### src/rtl/conv_loop_controller.sv
// Loop-nest sequencer for the convolution datapath: walks y, x, ch_out, ch_in, ky, kx
// and issues one MAC step per handshake, then one result handshake per output pixel/channel.
module conv_loop_controller #(
  parameter int FEATURE_MAP_WIDTH  = 128,
  parameter int FEATURE_MAP_HEIGHT = 128,
  parameter int INPUT_NB_CHANNELS  = 2,
  parameter int OUTPUT_NB_CHANNELS = 16,
  parameter int KERNEL_SIZE        = 3,
  localparam int XW  = (FEATURE_MAP_WIDTH  > 1) ? $clog2(FEATURE_MAP_WIDTH)  : 1,
  localparam int YW  = (FEATURE_MAP_HEIGHT > 1) ? $clog2(FEATURE_MAP_HEIGHT) : 1,
  localparam int COW = (OUTPUT_NB_CHANNELS > 1) ? $clog2(OUTPUT_NB_CHANNELS) : 1,
  localparam int CIW = (INPUT_NB_CHANNELS  > 1) ? $clog2(INPUT_NB_CHANNELS)  : 1,
  localparam int KW  = (KERNEL_SIZE        > 1) ? $clog2(KERNEL_SIZE)        : 1
) (
  input  logic                  clk,
  input  logic                  arst_in,
  input  logic                  start,
  input  logic                  conv_stride_mode,
  output logic                  running,
  output logic                  step_valid,
  input  logic                  step_ready,
  output logic [XW-1:0]         step_x,
  output logic [YW-1:0]         step_y,
  output logic [COW-1:0]        step_ch_out,
  output logic [CIW-1:0]        step_ch_in,
  output logic [KW-1:0]         step_kx,
  output logic [KW-1:0]         step_ky,
  output logic signed [XW+1:0]  in_x,
  output logic signed [YW+1:0]  in_y,
  output logic                  pad,
  output logic                  acc_clear,
  output logic                  acc_last,
  output logic                  output_valid,
  input  logic                  output_ready,
  output logic [XW-1:0]         output_x,
  output logic [YW-1:0]         output_y,
  output logic [COW-1:0]        output_ch
);

  typedef enum logic [1:0] {IDLE = 2'd0, STEP = 2'd1, OUT = 2'd2} state_t;

  localparam logic [XW-1:0]  X_LAST_S1 = XW'(FEATURE_MAP_WIDTH - 1);
  localparam logic [XW-1:0]  X_LAST_S2 = XW'(FEATURE_MAP_WIDTH / 2 - 1);
  localparam logic [YW-1:0]  Y_LAST_S1 = YW'(FEATURE_MAP_HEIGHT - 1);
  localparam logic [YW-1:0]  Y_LAST_S2 = YW'(FEATURE_MAP_HEIGHT / 2 - 1);
  localparam logic [COW-1:0] CO_LAST   = COW'(OUTPUT_NB_CHANNELS - 1);
  localparam logic [CIW-1:0] CI_LAST   = CIW'(INPUT_NB_CHANNELS - 1);
  localparam logic [KW-1:0]  K_LAST    = KW'(KERNEL_SIZE - 1);

  localparam logic signed [XW+1:0] HALF_X = (XW+2)'((KERNEL_SIZE - 1) / 2);
  localparam logic signed [YW+1:0] HALF_Y = (YW+2)'((KERNEL_SIZE - 1) / 2);
  localparam logic signed [XW+1:0] MAP_W  = (XW+2)'(FEATURE_MAP_WIDTH);
  localparam logic signed [YW+1:0] MAP_H  = (YW+2)'(FEATURE_MAP_HEIGHT);

  state_t         state_q, state_d;
  logic           stride_q, stride_d;
  logic [XW-1:0]  x_q, x_d;
  logic [YW-1:0]  y_q, y_d;
  logic [COW-1:0] co_q, co_d;
  logic [CIW-1:0] ci_q, ci_d;
  logic [KW-1:0]  ky_q, ky_d;
  logic [KW-1:0]  kx_q, kx_d;

  logic last_step, x_end, y_end, co_end;
  logic signed [XW+1:0] xs, kxs;
  logic signed [YW+1:0] ys, kys;

  assign last_step = (ci_q == CI_LAST) && (ky_q == K_LAST) && (kx_q == K_LAST);
  assign x_end     = (x_q == (stride_q ? X_LAST_S2 : X_LAST_S1));
  assign y_end     = (y_q == (stride_q ? Y_LAST_S2 : Y_LAST_S1));
  assign co_end    = (co_q == CO_LAST);

  // Stride 2 is a left shift of the output coordinate; kernel offset is centred.
  assign xs   = stride_q ? {1'b0, x_q, 1'b0} : {2'b00, x_q};
  assign ys   = stride_q ? {1'b0, y_q, 1'b0} : {2'b00, y_q};
  assign kxs  = {{(XW+2-KW){1'b0}}, kx_q};
  assign kys  = {{(YW+2-KW){1'b0}}, ky_q};
  assign in_x = xs + kxs - HALF_X;
  assign in_y = ys + kys - HALF_Y;

  assign running      = (state_q != IDLE);
  assign step_valid   = (state_q == STEP);
  assign output_valid = (state_q == OUT);
  assign acc_clear    = step_valid && (ci_q == '0) && (ky_q == '0) && (kx_q == '0);
  assign acc_last     = step_valid && last_step;
  assign pad          = step_valid && (in_x[XW+1] || (in_x >= MAP_W) ||
                                       in_y[YW+1] || (in_y >= MAP_H));

  assign step_x      = x_q;
  assign step_y      = y_q;
  assign step_ch_out = co_q;
  assign step_ch_in  = ci_q;
  assign step_kx     = kx_q;
  assign step_ky     = ky_q;
  assign output_x    = x_q;
  assign output_y    = y_q;
  assign output_ch   = co_q;

  always_comb begin
    state_d  = state_q;
    stride_d = stride_q;
    x_d      = x_q;
    y_d      = y_q;
    co_d     = co_q;
    ci_d     = ci_q;
    ky_d     = ky_q;
    kx_d     = kx_q;
    case (state_q)
      IDLE: begin
        if (start) begin
          stride_d = conv_stride_mode;
          state_d  = STEP;
        end
      end
      STEP: begin
        if (step_ready) begin
          if (last_step) begin
            kx_d    = '0;
            ky_d    = '0;
            ci_d    = '0;
            state_d = OUT;
          end else if (kx_q != K_LAST) begin
            kx_d = kx_q + 1'b1;
          end else begin
            kx_d = '0;
            if (ky_q != K_LAST) begin
              ky_d = ky_q + 1'b1;
            end else begin
              ky_d = '0;
              ci_d = ci_q + 1'b1;
            end
          end
        end
      end
      OUT: begin
        if (output_ready) begin
          if (co_end && x_end && y_end) begin
            state_d = IDLE;
            x_d     = '0;
            y_d     = '0;
            co_d    = '0;
          end else begin
            state_d = STEP;
            if (!co_end) begin
              co_d = co_q + 1'b1;
            end else begin
              co_d = '0;
              if (!x_end) begin
                x_d = x_q + 1'b1;
              end else begin
                x_d = '0;
                y_d = y_q + 1'b1;
              end
            end
          end
        end
      end
      default: state_d = IDLE;
    endcase
  end

  always_ff @(posedge clk or posedge arst_in) begin
    if (arst_in) begin
      state_q  <= IDLE;
      stride_q <= 1'b0;
      x_q      <= '0;
      y_q      <= '0;
      co_q     <= '0;
      ci_q     <= '0;
      ky_q     <= '0;
      kx_q     <= '0;
    end else begin
      state_q  <= state_d;
      stride_q <= stride_d;
      x_q      <= x_d;
      y_q      <= y_d;
      co_q     <= co_d;
      ci_q     <= ci_d;
      ky_q     <= ky_d;
      kx_q     <= kx_d;
    end
  end

endmodule
### config.mk
export PLATFORM = sky130hd
export DESIGN_NAME = conv_loop_controller
export DESIGN_NICKNAME = d
export VERILOG_FILES = /design/src/rtl/conv_loop_controller.sv
export SDC_FILE = /design/constraint.sdc
export NUM_CORES = 1
export LEC_CHECK = 0
export ABC_AREA = 1
export BUFFER_PORTS_ARGS = -buffer_cell sky130_fd_sc_hd__buf_2
export CAP_MARGIN = 5
export CORE_MARGIN = 2
export CORE_UTILIZATION = 40
export CTS_CLUSTER_SIZE = 12
export DETAILED_ROUTE_END_ITERATION = 8
export GPL_TIMING_DRIVEN = 0
export PLACE_DENSITY = 0.71
export SLEW_MARGIN = 40
export SYNTH_ARGS = -nofsm -noshare
export SYNTH_HDL_FRONTEND = slang
export SYNTH_SLANG_ARGS = --single-unit
### constraint.sdc
create_clock -name clk -period 9.1 [get_ports clk]
set_clock_uncertainty 0.2 [all_clocks]
set_input_delay 1.365 -clock clk [delete_from_list [all_inputs] [get_ports clk]]
set_output_delay 1.365 -clock clk [all_outputs]
set_load 0.03 [all_outputs]
==> results of run 1 <==
## worst max-delay path, cell delays in order, from the launching register on
cell and delay, ps:
dfrtp_1 480, buf_1 430, mux2i_1 240, ha_1 240, inv_1 60, ha_1 200, inv_1 70, fa_1 400
inv_1 70, nand2_1 40, nand2_1 70, nand3_1 90, nand2_1 80, nand2_1 50, nand2_1 70, nand3_1 70
nor2_1 230, nor2_1 60, buf_2 180
## kinds of logic (layout without fill, tap and decap cells)
group | after synthesis | count (layout) | share of synthesized area
xor gates and xnor gates | 15 | 15 | 0.0533
adders and majority gates | 25 | 25 | 0.133
AOI/OAI and AO/OA | 41 | 41 | 0.0879
muxes | 1 | 1 | 0.00406
DFF | 26 | 26 | 0.264
buffers and inverters | 92 | 165 | 0.171
and+or+nand+nor | 144 | 144 | 0.286
## where the power goes
| part | internal, mW | total, mW | switching [mW] | leakage [nW] |
|---|---|---|---|---|
| logic | 0.266 | 0.843 | 0.577 | 1.39 |
| clock network | 0.0297 | 0.0647 | 0.0350 | 0.0216 |
| registers | 0.140 | 0.171 | 0.0315 | 0.319 |
## stage by stage
step / util / setup slack (ps) / area [µm²] / instances / hold WS [ps]
after global placement: 0.491 / 4520 / 2910 / 489 / 313
after detailed placement: 0.491 / 4450 / 2910 / 489 / 320
final: 0.498 / 4120 / 2950 / 492 / 335
after floorplan: - / 4870 / 2460 / 344 / 357
after global routing: 0.498 / 3860 / 2950 / 492 / 388
after CTS: 0.498 / 4140 / 2950 / 492 / 339
## cell usage after synthesis (6+ instances only)
master,count,area share
dfrtp_1,26,0.26
nand2_1,73,0.11
xor2_1,6,0.021
ha_1,23,0.12
nor2_1,18,0.027
inv_1,68,0.10
nor3_1,7,0.014
o21ai_0,23,0.047
buf_4,18,0.055
a21oi_1,12,0.024
xnor2_1,9,0.032
nand3_1,22,0.045
## flip-flops by register name, summed over array words and instances (netlist names)
register,cells
step_ky,2
output_x,7
stride_q,1
step_ch_in,1
state_q,2
output_y,7
step_kx,2
output_ch,4
## routing by layer
| metal | vias up | track usage | routed length, µm |
|---|---|---|---|
| met4 | 0 | 0.0350 | 38 |
| met1 | 1019 | 0.222 | 2640 |
| met5 | - | 0 | 0 |
| li1 | 1208 | - | - |
| met2 | 56 | 0.272 | 2420 |
| met3 | 5 | 0.0152 | 278 |
## worst max path at each step
stage / start / to / slack, ps / cells past startpoint
finish: stride_q / pad / 4120 / 18
global route: stride_q / pad / 3860 / 18
CTS: stride_q / pad / 4140 / 18
detailed placement: stride_q / pad / 4450 / 18
global placement: stride_q / pad / 4520 / 18
floorplan: stride_q / pad / 4870 / 16
## final cells by class
type / count / area [µm²]
fill: 604 / 2970
multi-input combinational: 226 / 1390
sequential: 26 / 651
timing repair buffer: 70 / 350
inverter: 71 / 268
buffer: 21 / 154
tap: 75 / 93.8
clock buffer: 3 / 41.3
==> flow_metrics.env, run 1 <==
export IMPL_fp_dieArea_um2=6800
export IMPL_start_util=0.416
export IMPL_worstSetupStartpointType="register"
export IMPL_cts_hold_buf=0
export IMPL_layout_common_cells="nand2_1 (73), buf_2 (70), inv_1 (67)"
export IMPL_power_density_nw_per_um2=366
export IMPL_core_area_um2=5920
export IMPL_synth_avg_cell_area_um2=7.16
export IMPL_critPathArrivalTime_ps=3410
export IMPL_syn_cell_area_um2=2460
export IMPL_ys_types=37
export IMPL_die_height_um=82.5
export IMPL_ys_seq_area_frac=0.264
export IMPL_final_nets=450
export IMPL_via_per_inst=4.65
export IMPL_antenna_found_initial=0
export IMPL_synth_nets=375
export IMPL_cp_data_required_time_ps=7540
export IMPL_cp_end_kind="output port"
export IMPL_path_clk_slew_ps=80
export IMPL_firstDrtPassIters=4
export IMPL_cts_buffers=3
export IMPL_layout_commonest_cell="nand2_1"
export IMPL_ys_warnings_count=0
export IMPL_routabilityCongestion=0.820
export IMPL_async_reset_ff_frac=1.00
export IMPL_hold_class="register to register"
export IMPL_worstMarginPinSlew_ps=553
export IMPL_ys_ff_latch=26
export IMPL_area_growth_synth_to_final_pct=19.7
export IMPL_clock_path_buffers=2
export IMPL_htree_levels=1
export IMPL_rsz0062_at_grt="no"
export IMPL_cts_tree="done"
export IMPL_grt_max_degree=27
export IMPL_wl_per_cell_um=10.9
export IMPL_rows=28
export IMPL_cp_max_fo=10
export IMPL_route_detailed_drc=0
export IMPL_synthCells=344
export IMPL_grt_pass1_wl_mm=8.71
export IMPL_vdd_ir_drop_max_uv=347
export IMPL_period_share=0.547
export IMPL_layout_drive_gt1_share=0.271
export IMPL_p_leak_nw=1.73
export IMPL_total_power_mw=1.08
export IMPL_detail_route_antenna_nets=0
export IMPL_track_usage=0.161
export IMPL_wl_mm=5.39
export IMPL_max_clock_freq_mhz=201
export IMPL_synthFlopType="dfrtp_1"
export IMPL_max_slew_margin=0.631
export IMPL_period_needed_ps=4980
export IMPL_finalSetupViolCount=0
export IMPL_r2r_end="output_y[3]"
export IMPL_min_from="step_ch_in"
export IMPL_r2r_cells=7
export IMPL_cts_repair_resized=0
export IMPL_drv_slew=0
export IMPL_cts_sinks=26
export IMPL_port_buffers=70
export IMPL_die_x_um=82.5
export IMPL_tns_ps=0
export IMPL_r2r_slack_ps=7320
export IMPL_via_count=2288
export IMPL_cap_violations=0
export IMPL_min_to="step_ch_in"
export IMPL_grt_pass1_vias=1985
export IMPL_worstSetupPathType="register to output port"
export IMPL_drt_iter0_drc=90
export IMPL_synth_edff_count=0
export IMPL_diodes=0
export IMPL_grt_overflow_total=0
export IMPL_hold_viol=0
export IMPL_rr_startpoint="output_ch[0]"
export IMPL_clockRootBuffer="clkbuf_8"
export IMPL_ioPinCount=71
export IMPL_cts_setup_buffers=0
export IMPL_holdPathStages=1
export IMPL_insertion_delay_ps=270
export IMPL_status="finished, final reports clean"
export IMPL_place_hpwl_mm=4.45
No activity file was read; power rests on OpenSTA's default activity.
==> run 2, diff against run 1 <==
ABC_AREA = 0   (was 1)
PLACE_DENSITY = 0.74   (was 0.71)
clock period = 4.2 ns   (was 9.1 ns; I/O delays follow)
==> flow_metrics.env, run 2 <==
export IMPL_ys_warnings_count=0
export IMPL_worstMarginPinSlew_ps=566
export IMPL_rsz0062_at_grt="yes"
export IMPL_firstDrtPassIters=4
export IMPL_synth_avg_cell_area_um2=8.23
export IMPL_cp_end_kind="output port"
export IMPL_clock_path_buffers=2
export IMPL_drt_iter0_drc=69
export IMPL_cp_data_required_time_ps=3370
export IMPL_antenna_found_initial=0
export IMPL_via_per_inst=4.91
export IMPL_total_power_mw=1.53
export IMPL_cp_max_fo=12
export IMPL_worstSetupPathType="register to output port"
export IMPL_track_usage=0.164
export IMPL_synth_top_area_frac=0.282
export IMPL_wl_per_cell_um=12.1
export IMPL_cts_sinks=26
export IMPL_worstSetupStartpointType="register"
export IMPL_fp_dieArea_um2=6380
export IMPL_rr_startpoint="stride_q"
export IMPL_r2r_slack_ps=1830
export IMPL_cts_buffers=3
export IMPL_layout_commonest_cell="buf_2"
export IMPL_area_growth_synth_to_final_pct=28.0
export IMPL_path_clk_slew_ps=100
export IMPL_finalSetupViolCount=0
export IMPL_grt_pass1_vias=1912
export IMPL_grt_max_degree=27
export IMPL_ys_seq_area_frac=0.282
export IMPL_pre_cts_ws_ps=-16.6
export IMPL_layout_common_cells="buf_2 (69), inv_1 (34), nand2_1 (33)"
export IMPL_die_x_um=79.9
export IMPL_max_clock_freq_mhz=244
export IMPL_htree_levels=1
export IMPL_core_area_um2=5540
export IMPL_insertion_delay_ps=280
export IMPL_detail_route_antenna_nets=0
export IMPL_synth_edff_count=0
export IMPL_start_util=0.416
export IMPL_max_slew_margin=0.622
export IMPL_die_height_um=79.9
export IMPL_rows=27
export IMPL_final_nets=397
export IMPL_wl_mm=5.27
export IMPL_cts_tree="done"
export IMPL_ys_types=45
export IMPL_power_density_nw_per_um2=520
export IMPL_yosysMostFrequentCell="inv_1"
export IMPL_async_reset_ff_frac=1.00
export IMPL_ys_ff_latch=26
export IMPL_synth_area_top_cells="dfrtp_1 (28%), ha_1 (12%), buf_4 (5.9%), inv_1 (5.9%), xnor2_1 (5.7%)"
export IMPL_via_count=2147
export IMPL_hold_slack_ps=192
export IMPL_critPathArrivalTime_ps=3270
export IMPL_synthCells=280
export IMPL_crit_start="stride_q"
export IMPL_ioPinCount=71
export IMPL_hold_class="input port to asynchronous set/reset pin"
export IMPL_yosysTopAreaCell="dfrtp_1"
export IMPL_vdd_ir_drop_max_uv=261
export IMPL_hold_viol=0
export IMPL_synth_nets=311
export IMPL_diodes=0
export IMPL_place_hpwl_mm=4.04
export IMPL_fin_ws_ps=99.4
export IMPL_syn_cell_area_um2=2300
export IMPL_layout_drive_gt1_share=0.323
export IMPL_fillers=544
export IMPL_drv_slew=0
export IMPL_route_detailed_drc=0
export IMPL_port_buffers=70
export IMPL_synthFlopType="dfrtp_1"
export IMPL_period_needed_ps=4100
export IMPL_clockRootBuffer="clkbuf_8"
export IMPL_cap_violations=0
export IMPL_grt_overflow_total=0
export IMPL_cts_hold_buf=0
export IMPL_routabilityCongestion=0.788
export IMPL_synthTopCellsByCount="inv_1 (36), nand2_1 (33), dfrtp_1 (26), ha_1 (23), o21ai_0 (21)"
export IMPL_grt_pass1_wl_mm=8.59
export IMPL_status="finished, final reports clean"
export IMPL_period_share=0.976
export IMPL_p_leak_nw=1.63
-- run 2: worst paths after layout --
path	depth (start not counted)	endpoint
max	13	pad
min	2	output_ch[2]
max reg2reg	8	output_y[3]
min reg2reg	1	step_ch_in
max in group asynchronous	2	output_x[2]
min in group clk	1	step_ch_in
-- run 2: routing by layer --
layer	vias up	track usage	share of wire
met5	-	0	0
li1	1110	-	-
met2	45	0.286	0.46
met1	989	0.218	0.49
met4	0	0.0339	0.0051
met3	3	0.0170	0.043
-- run 2: final cells by class --
cell class	instances	area [µm²]	area share
clock inverter	1	30.0	0.0102
multi-input combinational	196	1390	0.472
buffer	21	164	0.0556
sequential	26	651	0.221
inverter	36	135	0.0458
tap	72	90.1	0.0305
timing repair buffer	82	447	0.151
clock buffer	3	41.3	0.0140
-- run 2: report_power, final --
group | internal, mW | leakage (nW) | total [mW] | switching (mW)
clock network | 0.128 | 0.0357 | 0.210 | 0.0825
logic | 0.393 | 1.24 | 1.01 | 0.617
registers | 0.277 | 0.351 | 0.314 | 0.0374
total | 0.797 | 1.63 | 1.53 | 0.737
-- run 2: what timing repair did --
item,4_1_cts,5_1_grt
resized for setup,8,9
setup endpoints to repair,1,1
cloned,0,0
pin swaps,0,10
buffers inserted,1,11
-- run 2: cell families after synthesis --
group / Yosys count / synth area share
AO/OA/AOI/OAI: 48 / 0.125
XOR/XNOR: 16 / 0.0608
adder cells (fa/ha/maj): 25 / 0.142
buffers and inverters: 58 / 0.124
flip-flops: 26 / 0.282
multiplexers: 14 / 0.0619
AND/OR/NAND/NOR: 93 / 0.203
-- run 2: critical path, cell delays in order, from the launching register on --
cell and delay, ps:
dfrtp_1 420, buf_12 160, mux2i_1 190, ha_1 240
inv_1 60, ha_2 190, inv_2 40, fa_2 400
nor2b_2 130, o31a_1 210, nor4b_2 70, a211o_1 290
o41a_1 440, buf_6 150
-- run 2: through the flow --
stage | setup TNS (ps) | std cells | instance area [µm²] | utilization
2_1_floorplan | 0 | 280 | 2310 | -
3_3_place_gp | -23.9 | 422 | 2750 | 0.496
3_5_place_dp | -16.6 | 422 | 2750 | 0.496
4_1_cts | 0 | 427 | 2860 | 0.515
5_1_grt | -43.9 | 437 | 2950 | 0.532
6_report | 0 | 437 | 2950 | 0.532
